--- src/rtl/mips_ctrl_pkg.sv ---
// rtl/mips_ctrl_pkg.sv - opcode/func constants, ALUOp codes and controller states
package mips_ctrl_pkg;

  localparam logic [5:0] OP_RTYPE    = 6'b000000;
  localparam logic [5:0] OP_SPECIAL2 = 6'b011100;
  localparam logic [5:0] OP_ADDI     = 6'b001000;
  localparam logic [5:0] OP_ORI      = 6'b001101;
  localparam logic [5:0] OP_LW       = 6'b100011;
  localparam logic [5:0] OP_SW       = 6'b101011;
  localparam logic [5:0] OP_BEQ      = 6'b000100;
  localparam logic [5:0] OP_J        = 6'b000010;

  localparam logic [5:0] FN_ADD = 6'b100000;
  localparam logic [5:0] FN_SUB = 6'b100010;
  localparam logic [5:0] FN_AND = 6'b100100;
  localparam logic [5:0] FN_OR  = 6'b100101;
  localparam logic [5:0] FN_SLT = 6'b101010;
  localparam logic [5:0] FN_SLL = 6'b000000;
  localparam logic [5:0] FN_SRL = 6'b000010;

  // SPECIAL2 function codes
  localparam logic [5:0] FN_CL1 = 6'b100001;
  localparam logic [5:0] FN_CLZ = 6'b100000;
  localparam logic [5:0] FN_ROT = 6'b000110;
  localparam logic [5:0] FN_MUL = 6'b000010;

  localparam logic [3:0] ALU_ADD = 4'b0000;
  localparam logic [3:0] ALU_SUB = 4'b0001;
  localparam logic [3:0] ALU_MUL = 4'b0010;
  localparam logic [3:0] ALU_AND = 4'b0011;
  localparam logic [3:0] ALU_OR  = 4'b0100;
  localparam logic [3:0] ALU_SLT = 4'b0101;
  localparam logic [3:0] ALU_SLL = 4'b1000;
  localparam logic [3:0] ALU_SRL = 4'b1001;
  localparam logic [3:0] ALU_ROT = 4'b1010;
  localparam logic [3:0] ALU_CL1 = 4'b1011;
  localparam logic [3:0] ALU_CLZ = 4'b1100;

  typedef enum logic [3:0] {
    FETCH,
    DECODE,
    EXEC_R,
    WB_R,
    EXEC_I,
    WB_I,
    MEM_ADDR,
    MEM_RD,
    WB_MEM,
    MEM_WR,
    MUL_START,
    MUL_WAIT,
    BRANCH,
    JUMP
  } ctrlState;

  function automatic logic isMulOp(input logic [5:0] op, input logic [5:0] fn);
    return (op == OP_SPECIAL2) && (fn == FN_MUL);
  endfunction

endpackage

--- src/rtl/alu_decoder.sv ---
// rtl/alu_decoder.sv - combinational R-type/SPECIAL2 decode to ALUOp and shifter selects
module alu_decoder
  import mips_ctrl_pkg::*;
(
  input  logic [5:0] op,
  input  logic [5:0] func,
  output logic [3:0] aluOp,
  output logic       shlSel,
  output logic       shrSel,
  output logic       valid
);

  // valid only covers the register-format encodings; I-type ops are dispatched by the top
  always_comb begin
    aluOp  = ALU_ADD;
    shlSel = 1'b0;
    shrSel = 1'b0;
    valid  = 1'b0;
    case (op)
      OP_RTYPE: begin
        valid = 1'b1;
        case (func)
          FN_ADD: aluOp = ALU_ADD;
          FN_SUB: aluOp = ALU_SUB;
          FN_AND: aluOp = ALU_AND;
          FN_OR:  aluOp = ALU_OR;
          FN_SLT: aluOp = ALU_SLT;
          FN_SLL: begin
            aluOp  = ALU_SLL;
            shlSel = 1'b1;
          end
          FN_SRL: begin
            aluOp  = ALU_SRL;
            shrSel = 1'b1;
          end
          default: valid = 1'b0;
        endcase
      end
      OP_SPECIAL2: begin
        valid = 1'b1;
        case (func)
          FN_CL1:  aluOp = ALU_CL1;
          FN_CLZ:  aluOp = ALU_CLZ;
          FN_ROT:  aluOp = ALU_ROT;
          FN_MUL:  aluOp = ALU_MUL;
          default: valid = 1'b0;
        endcase
      end
      default: valid = 1'b0;
    endcase
  end

endmodule

--- src/rtl/multicycle_controller.sv ---
// rtl/multicycle_controller.sv - multi-cycle MIPS control FSM with memory/multiplier stalls
module multicycle_controller
  import mips_ctrl_pkg::*;
#(
  parameter int MUL_TIMEOUT = 64
) (
  input  logic       Clk,
  input  logic       Rst,
  input  logic [5:0] Op,
  input  logic [5:0] func,
  input  logic       Zero,
  input  logic       mem_ready,
  input  logic       mul_done,
  output logic       PCWrite,
  output logic       PCWriteCond,
  output logic       IorD,
  output logic       MemRead,
  output logic       MemWrite,
  output logic       IRWrite,
  output logic       RegDst,
  output logic       RegWrite,
  output logic       MemtoReg,
  output logic       ALUSrcA,
  output logic [1:0] ALUSrcB,
  output logic [1:0] PCSource,
  output logic [3:0] ALUOp,
  output logic       shl_sel,
  output logic       shr_sel,
  output logic       mul_start,
  output logic       illegal
);

  localparam int CntW = (MUL_TIMEOUT > 2) ? $clog2(MUL_TIMEOUT) : 1;
  localparam logic [CntW-1:0] CntLast = CntW'(MUL_TIMEOUT - 1);

  ctrlState        state;
  ctrlState        nextState;
  logic [CntW-1:0] mulCount;
  logic            mulTimeout;
  logic [3:0]      decAluOp;
  logic            decShl;
  logic            decShr;
  logic            decValid;
  logic            unusedZero;

  alu_decoder uDec (
    .op     (Op),
    .func   (func),
    .aluOp  (decAluOp),
    .shlSel (decShl),
    .shrSel (decShr),
    .valid  (decValid)
  );

  // The datapath ANDs Zero with PCWriteCond itself
  assign unusedZero = Zero;
  assign mulTimeout = (mulCount == CntLast);

  always_ff @(posedge Clk) begin
    if (Rst) begin
      state    <= FETCH;
      mulCount <= '0;
    end else begin
      state <= nextState;
      if (state == MUL_START) begin
        mulCount <= '0;
      end else if (state == MUL_WAIT) begin
        mulCount <= mulCount + 1'b1;
      end
    end
  end

  always_comb begin
    nextState   = state;
    PCWrite     = 1'b0;
    PCWriteCond = 1'b0;
    IorD        = 1'b0;
    MemRead     = 1'b0;
    MemWrite    = 1'b0;
    IRWrite     = 1'b0;
    RegDst      = 1'b0;
    RegWrite    = 1'b0;
    MemtoReg    = 1'b0;
    ALUSrcA     = 1'b0;
    ALUSrcB     = 2'b00;
    PCSource    = 2'b00;
    ALUOp       = ALU_ADD;
    shl_sel     = 1'b0;
    shr_sel     = 1'b0;
    mul_start   = 1'b0;
    illegal     = 1'b0;
    // While reset is held, present the idle FETCH decode so no write strobe escapes
    if (Rst) begin
      nextState = FETCH;
      MemRead   = 1'b1;
      ALUSrcB   = 2'b01;
    end else begin
      case (state)
        FETCH: begin
          MemRead = 1'b1;
          ALUSrcB = 2'b01;
          if (mem_ready) begin
            IRWrite   = 1'b1;
            PCWrite   = 1'b1;
            nextState = DECODE;
          end
        end
        DECODE: begin
          ALUSrcB = 2'b11;
          case (Op)
            OP_RTYPE, OP_SPECIAL2: begin
              if (!decValid) begin
                illegal   = 1'b1;
                nextState = FETCH;
              end else if (isMulOp(Op, func)) begin
                nextState = MUL_START;
              end else begin
                nextState = EXEC_R;
              end
            end
            OP_ADDI, OP_ORI: nextState = EXEC_I;
            OP_LW, OP_SW:    nextState = MEM_ADDR;
            OP_BEQ:          nextState = BRANCH;
            OP_J:            nextState = JUMP;
            default: begin
              illegal   = 1'b1;
              nextState = FETCH;
            end
          endcase
        end
        EXEC_R: begin
          ALUSrcA   = 1'b1;
          ALUOp     = decAluOp;
          shl_sel   = decShl;
          shr_sel   = decShr;
          nextState = WB_R;
        end
        WB_R: begin
          RegDst    = 1'b1;
          RegWrite  = 1'b1;
          ALUOp     = decAluOp;
          shl_sel   = decShl;
          shr_sel   = decShr;
          nextState = FETCH;
        end
        EXEC_I, WB_I: begin
          ALUSrcA   = 1'b1;
          ALUSrcB   = 2'b10;
          ALUOp     = (Op == OP_ORI) ? ALU_OR : ALU_ADD;
          RegWrite  = (state == WB_I);
          nextState = (state == EXEC_I) ? WB_I : FETCH;
        end
        MEM_ADDR: begin
          ALUSrcA   = 1'b1;
          ALUSrcB   = 2'b10;
          nextState = (Op == OP_LW) ? MEM_RD : MEM_WR;
        end
        MEM_RD: begin
          MemRead = 1'b1;
          IorD    = 1'b1;
          if (mem_ready) nextState = WB_MEM;
        end
        WB_MEM: begin
          MemtoReg  = 1'b1;
          RegWrite  = 1'b1;
          nextState = FETCH;
        end
        MEM_WR: begin
          MemWrite = 1'b1;
          IorD     = 1'b1;
          if (mem_ready) nextState = FETCH;
        end
        MUL_START: begin
          mul_start = 1'b1;
          ALUOp     = ALU_MUL;
          ALUSrcA   = 1'b1;
          nextState = MUL_WAIT;
        end
        MUL_WAIT: begin
          ALUOp   = ALU_MUL;
          ALUSrcA = 1'b1;
          // A result arriving on the last allowed cycle still counts
          if (mul_done) begin
            nextState = WB_R;
          end else if (mulTimeout) begin
            illegal   = 1'b1;
            nextState = FETCH;
          end
        end
        BRANCH: begin
          ALUSrcA     = 1'b1;
          ALUOp       = ALU_SUB;
          PCWriteCond = 1'b1;
          PCSource    = 2'b01;
          nextState   = FETCH;
        end
        JUMP: begin
          PCWrite   = 1'b1;
          PCSource  = 2'b10;
          nextState = FETCH;
        end
        default: nextState = FETCH;
      endcase
    end
  end

endmodule
--- config.mk ---
export PLATFORM = sky130hd
export DESIGN_NAME = multicycle_controller
export DESIGN_NICKNAME = d
export VERILOG_FILES = /design/src/rtl/mips_ctrl_pkg.sv /design/src/rtl/alu_decoder.sv /design/src/rtl/multicycle_controller.sv
export SDC_FILE = /design/constraint.sdc
export NUM_CORES = 1
export LEC_CHECK = 0
export BUFFER_PORTS_ARGS = -buffer_cell sky130_fd_sc_hd__buf_4
export CAP_MARGIN = 20
export CORE_UTILIZATION = 35
export CTS_BUF_LIST = sky130_fd_sc_hd__clkbuf_4
export DETAILED_ROUTE_END_ITERATION = 7
export PLACE_DENSITY_LB_ADDON = 0.1
export SLEW_MARGIN = 20
export SYNTH_ARGS = -nofsm -noshare
export SYNTH_HDL_FRONTEND = slang
export SYNTH_SLANG_ARGS = --single-unit
--- constraint.sdc ---
create_clock -name Clk -period 3.4 [get_ports Clk]
set_input_delay 0.85 -clock Clk [delete_from_list [all_inputs] [get_ports Clk]]
set_output_delay 0.85 -clock Clk [all_outputs]
set_load 0.005 [all_outputs]
Word level (Yosys, flattened, before mapping)
Cells that the tools add are included.
{"block": "totals", "input_bits": 17, "output_inout_bits": 22, "reg_bits": 10, "wordCells": 117}
{"block": "op_classes", "addsub": 1, "reduce_logical": 20, "n_mux": 61, "eq_ne": 33}
{"operator": "$eq 6x6->1 const B", "n": 9}
{"operator": "$mux 4", "n": 9}
{"operator": "$pmux 4 s9", "n": 1}
{"operator": "$mux 1", "n": 35}
{"operator": "$pmux 4 s4", "n": 2}
{"operator": "$eq 4x4->1 const B", "n": 6}
{"operator": "$pmux 4 s6", "n": 1}
{"operator": "$pmux 4 s5", "n": 1}
{"operator": "$reduce_or 2->1", "n": 10}
{"operator": "$eq 4x3->1 const B", "n": 4}
{"operator": "$reduce_or 7->1", "n": 2}
{"operator": "$eq 6x2->1 const B", "n": 2}
{"operator": "$eq 6x3->1 const B", "n": 2}
{"operator": "$eq 6x4->1 const B", "n": 2}
{"operator": "$logic_not 6->1", "n": 2}
{"operator": "$pmux 1 s2", "n": 5}
{"operator": "$eq 4x2->1 const B", "n": 2}
{"operator": "$pmux 4 s2", "n": 1}
{"operator": "$add 6x1->6 const B", "n": 1}
{"operator": "$eq 6x5->1 const B", "n": 1}
{"operator": "$mux 3", "n": 2}
{"operator": "$ne 2x2->1 const B", "n": 3}
{"operator": "$pmux 2 s3", "n": 1}
{"operator": "$reduce_or 6->1", "n": 1}
{"operator": "other kinds (9)", "n": 10}

Depth between registers and ports, before layout
{"block": "depth", "word_depth": 8, "mapped_depth": 7}

Hierarchy
A second synthesis with hierarchy kept.
{"block": "unflattened", "cells_unflattened": 188, "area_unflattened_um2": 1325.0}
{"mod": "multicycle_controller", "seq_area_each_um2": 200.2, "cells_each": 152, "area_per_inst_um2": 1074.8, "instances": 1}
{"mod": "alu_decoder", "seq_area_each_um2": 0.0, "cells_each": 36, "area_per_inst_um2": 250.2, "instances": 1}

Least setup slack after synthesis
No wires, ideal clock.
{"block": "synth_path", "path_kind": "input -> output", "from": "input port Op[0]", "to": "output port illegal", "arrival_time_ns": 1.982, "stages": 6, "n_path_buf": 1, "setup_slack_ns": 0.568, "required_time_ns": 2.550, "path_cell_list": "buf_2 > nor4b_4 > nand2_1 > o21ai_0 > a211oi_1 > a22o_1"}
{"block": "synth_via", "elab_chain_len": 6, "elab_cells_between_ends": 15, "classes_between": "eq/ne: 7; mux: 5; reduce/logical: 3"}
{"item": "from (decl)", "line": "multicycle_controller.sv:9", "text": "input logic [5:0] Op,"}
{"item": "$eq 6x5->1 or $logic_not 6->1 (tied branches)", "line": "alu_decoder.sv:19, multicycle_controller.sv:110"}
{"item": "$pmux 1 s2", "line": "alu_decoder.sv:19", "text": "case (op)"}
{"item": "$mux 1", "line": "multicycle_controller.sv:112", "text": "if (!decValid) begin"}
{"item": "$pmux 1 s2 *", "line": "multicycle_controller.sv:110", "text": "case (Op)"}
{"item": "$pmux 1 s2 *", "line": "multicycle_controller.sv:98", "text": "case (state)"}
{"item": "$mux 1 *", "line": "multicycle_controller.sv:93", "text": "if (Rst) begin"}
{"item": "to (decl)", "line": "multicycle_controller.sv:30", "text": "output logic illegal"}
Every way passes the cells marked *; elsewhere a longest branch is shown, timed or not.

Worst setup path after layout
{"block": "layout_path", "from": "input port Op[1]", "to": "output port illegal"}
Same word-level chain as after synthesis.

==> insert_results.sql <==
INSERT INTO impl_metrics (metric_group, metric, value, unit) VALUES
('synthesis', 'synth_top_cells_by_area', 'sky130_fd_sc_hd__dfxtp_1, sky130_fd_sc_hd__nor2_1, sky130_fd_sc_hd__buf_6', ''),
('sta', 'finalSetupTns', '0', 'ns'),
('synthesis', 'synth_sequential_area_ratio', '14.2', '%'),
('sta', 'maxSlewHeadroom', '58.1', '%'),
('detailed_routing', 'postRouteAntennaNets', '0', ''),
('die', 'fp.dieH', '65.4', 'microns'),
('critical_path', 'timing.critical_path.arrival', '2.35', 'ns'),
('critical_path', 'critPathCaptureType', 'primary output', ''),
('synthesis', 'yosysUniqueCellTypes', '56', ''),
('finish', 'area.sequential', '200', 'sq um'),
('clock_tree', 'clock-sinks', '10', ''),
('finish', 'finish.cell_count_without_fillers', '268', ''),
('clock_tree', 'post_cts_repair_timing_setup_buffer_count', '0', ''),
('critical_path', 'critical-path-slowest-cell', 'sky130_fd_sc_hd__nor4b_4', ''),
('clock_tree', 'cts_buffers', '3', ''),
('critical_path', 'cp.buffers_inverters', '2', ''),
('pwr', 'power', '316', 'uW'),
('detailed_routing', 'detailroute.via_count', '1561', ''),
('detailed_routing', 'detail_route.vias_per_cell', '5.82', ''),
('die', 'std_cell_rows', '22', ''),
('synthesis', 'synth_compound_area_share', '20.8', '%'),
('synthesis', 'yosysTopAreaCell', 'sky130_fd_sc_hd__dfxtp_1', ''),
('finish', 'areaGrowthSynthToFinish', '18.8', '%'),
('detailed_routing', 'drt_drc_violations_left', '0', ''),
('detailed_routing', 'avgRoutedWirePerCell', '14.8', 'microns'),
('clock_tree', 'cts-resized-gates', '0', ''),
('outcome', 'status', 'complete, no violations', ''),
('synthesis', 'synth.mux.area_fraction', '0.710', '%'),
('sta', 'finalCritPeriodShare', '94.1', '%'),
('synthesis', 'syn_area', '0.00141', 'sq mm'),
('critical_path', 'cpMostUsedCell', 'sky130_fd_sc_hd__buf_4', ''),
('clock_tree', 'postCtsHoldBufs', '0', ''),
('synthesis', 'ys_warn_count', '0', ''),
('synthesis', 'synth_flop_cell', 'sky130_fd_sc_hd__dfxtp_1', ''),
('critical_path', 'critical_path.max_stage_delay', '0.38', 'ns'),
('synthesis', 'yosys.area_share.xor_xnor', '5.60', '%'),
('grt', 'maximum_number_of_pins_on_one_net_before_global_route_repair', '22', ''),
('synthesis', 'yosys.cell_count.top_type', 'sky130_fd_sc_hd__nor2_1', ''),
('clock_tree', 'clk_latency', '0.25', 'ns'),
('synthesis', 'synth-adder-area-share', '0.888', '%'),
('finish', 'final_layout_size_suffix_gt1_share', '25.5', '%'),
('sta', 'finalHoldViolCount', '0', ''),
('detailed_routing', 'total_wirelength_of_the_detailed_routed_design', '3.97', 'mm'),
('sta', 'slew_worst_pin', '0.628', 'ns'),
('clock_tree', 'tritoncts', 'built', ''),
('sta', 'final.min_clock_period', '3.20', 'ns'),
('sta', 'rsz_0062_raised_after_global_routing', 'no', ''),
('place', 'gp_routability_congestion', '0.874', ''),
('synthesis', 'mappedNetlistNets', '213', ''),
('clock_tree', 'clk_path_buf_depth', '2', ''),
('die', 'initial_utilization', '37.4', '%'),
('flow_run', 'timing.max_cap.violations', '0', ''),
('place', 'dp_hpwl', '3.05', 'mm'),
('finish', 'layout.nets', '240', ''),
('synthesis', 'ffs_latches_synth', '10', ''),
('finish', 'antennaDiodeCount', '0', ''),
('sta', 'timing_max_transition_violations_final', '0', ''),
('detailed_routing', 'drt_iter0_markers', '93', ''),
('clock_tree', 'ctsRootBufferMaster', 'sky130_fd_sc_hd__clkbuf_4', ''),
('sta', 'timing.fmax', '313', 'MHz'),
('synthesis', 'synth-simple-area-share', '47.9', '%'),
('critical_path', 'critical_path_class', 'in2out', ''),
('critical_path', 'critPathTopFamily', 'compound AO/OA/AOI/OAI gates', ''),
('sta', 'clock-skew-final', '0.000580', 'ns'),
('die', 'core-area', '0.00377', 'sq mm'),
('finish', 'multi_input_area', '0.00107', 'sq mm'),
('synthesis', 'synthCells', '195', ''),
('synthesis', 'fraction_of_post_synthesis_cell_area_in_the_top_cell_type_by_area', '14.2', '%'),
('place', 'placed_cells', '265', ''),
('critical_path', 'crit_chain', 'buf_4 -> nor4b_4 -> nand2_1 -> o21ai_0 -> a211oi_1 -> a22o_1 -> buf_4', ''),
('grt', 'grt_first_pass_wirelength', '6.51', 'mm');
==> kinds of logic (layout without fill, tap and decap cells) <==
kind of cell    after synthesis  count (layout)
simple gates                110             110
xor+xnor                      9               9
flops                        10              10
mux                           1               1
fa+ha+maj                     1               1
buf+inv                      24              49
compound gates               40              40
==> worst reg2reg max path, cell delays in order (launching register included) <==
cell and delay (ns):
sky130_fd_sc_hd__dfxtp_1 0.72, sky130_fd_sc_hd__and4b_1 0.47, sky130_fd_sc_hd__nand2b_4 0.08, sky130_fd_sc_hd__o22a_4 0.25
sky130_fd_sc_hd__nor3b_1 0.14, sky130_fd_sc_hd__o32ai_1 0.22
==> cell type report <==
cell class / instances / area share, %
Inverter: 6 / 1.35
Sequential cell: 10 / 12.0
Clock buffer: 3 / 1.35
Timing Repair Buffer: 40 / 17.9
Tap cell: 48 / 3.59
Multi-Input combinational cell: 161 / 63.8
==> path summary, 6_finish.rpt <==
| kind | start | end | slack (ns) | cells after the start |
|---|---|---|---|---|
| hold reg to reg | mulCount[1]$_SDFFE_PP0N_ | mulCount[1]$_SDFFE_PP0N_ | 0.50 | 2 |
| setup / recovery | Op[1] | illegal | 0.20 | 7 |
| setup reg to reg | state[1]$_SDFFE_PP0P_ | state[1]$_SDFFE_PP0P_ | 1.44 | 5 |
| hold / removal | mulCount[1]$_SDFFE_PP0N_ | mulCount[1]$_SDFFE_PP0N_ | 0.50 | 2 |
==> where the power goes <==
group	internal (uW)	switching (uW)	leakage (uW)
combinational	52.3	66.8	0.000567
clock	40.6	35.3	0.0000138
sequential	119	1.79	0.0000808
total	212	104	0.000662
==> stage by stage <==
step                      area [sq um]  hold slack, ns  utilization, %  setup WS [ns]
after floorplan                   1410           0.463               -          0.568
after global placement            1650           0.489            43.8          0.240
after detailed placement          1650           0.498            43.8          0.208
after CTS                         1670           0.506            44.4          0.210
after global routing              1670           0.548            44.4          0.121
final                             1670           0.503            44.4          0.200
==> layer usage <==
metal | part of all wire, % | global-route usage (%)
met1 | 48 | 25.0
met2 | 48 | 33.2
met3 | 3.4 | 1.74
met4 | 1.1 | 5.16
met5 | 0 | 0
==> cell usage in the layout, fill, tap and decap left out, drive strengths merged, types with 8 or more instances in the layout <==
master,netlist,layout
nand4,8,8
nor2,30,30
nand2b,8,8
buf,14,40
nand2,11,11
o21ai,9,9
dfxtp,10,10
nor3,10,10
==> sequential cells by signal, summed over array words and instances (netlist names) <==
name / count
state: 4
mulCount: 6
(Power assumes the default switching activity.)
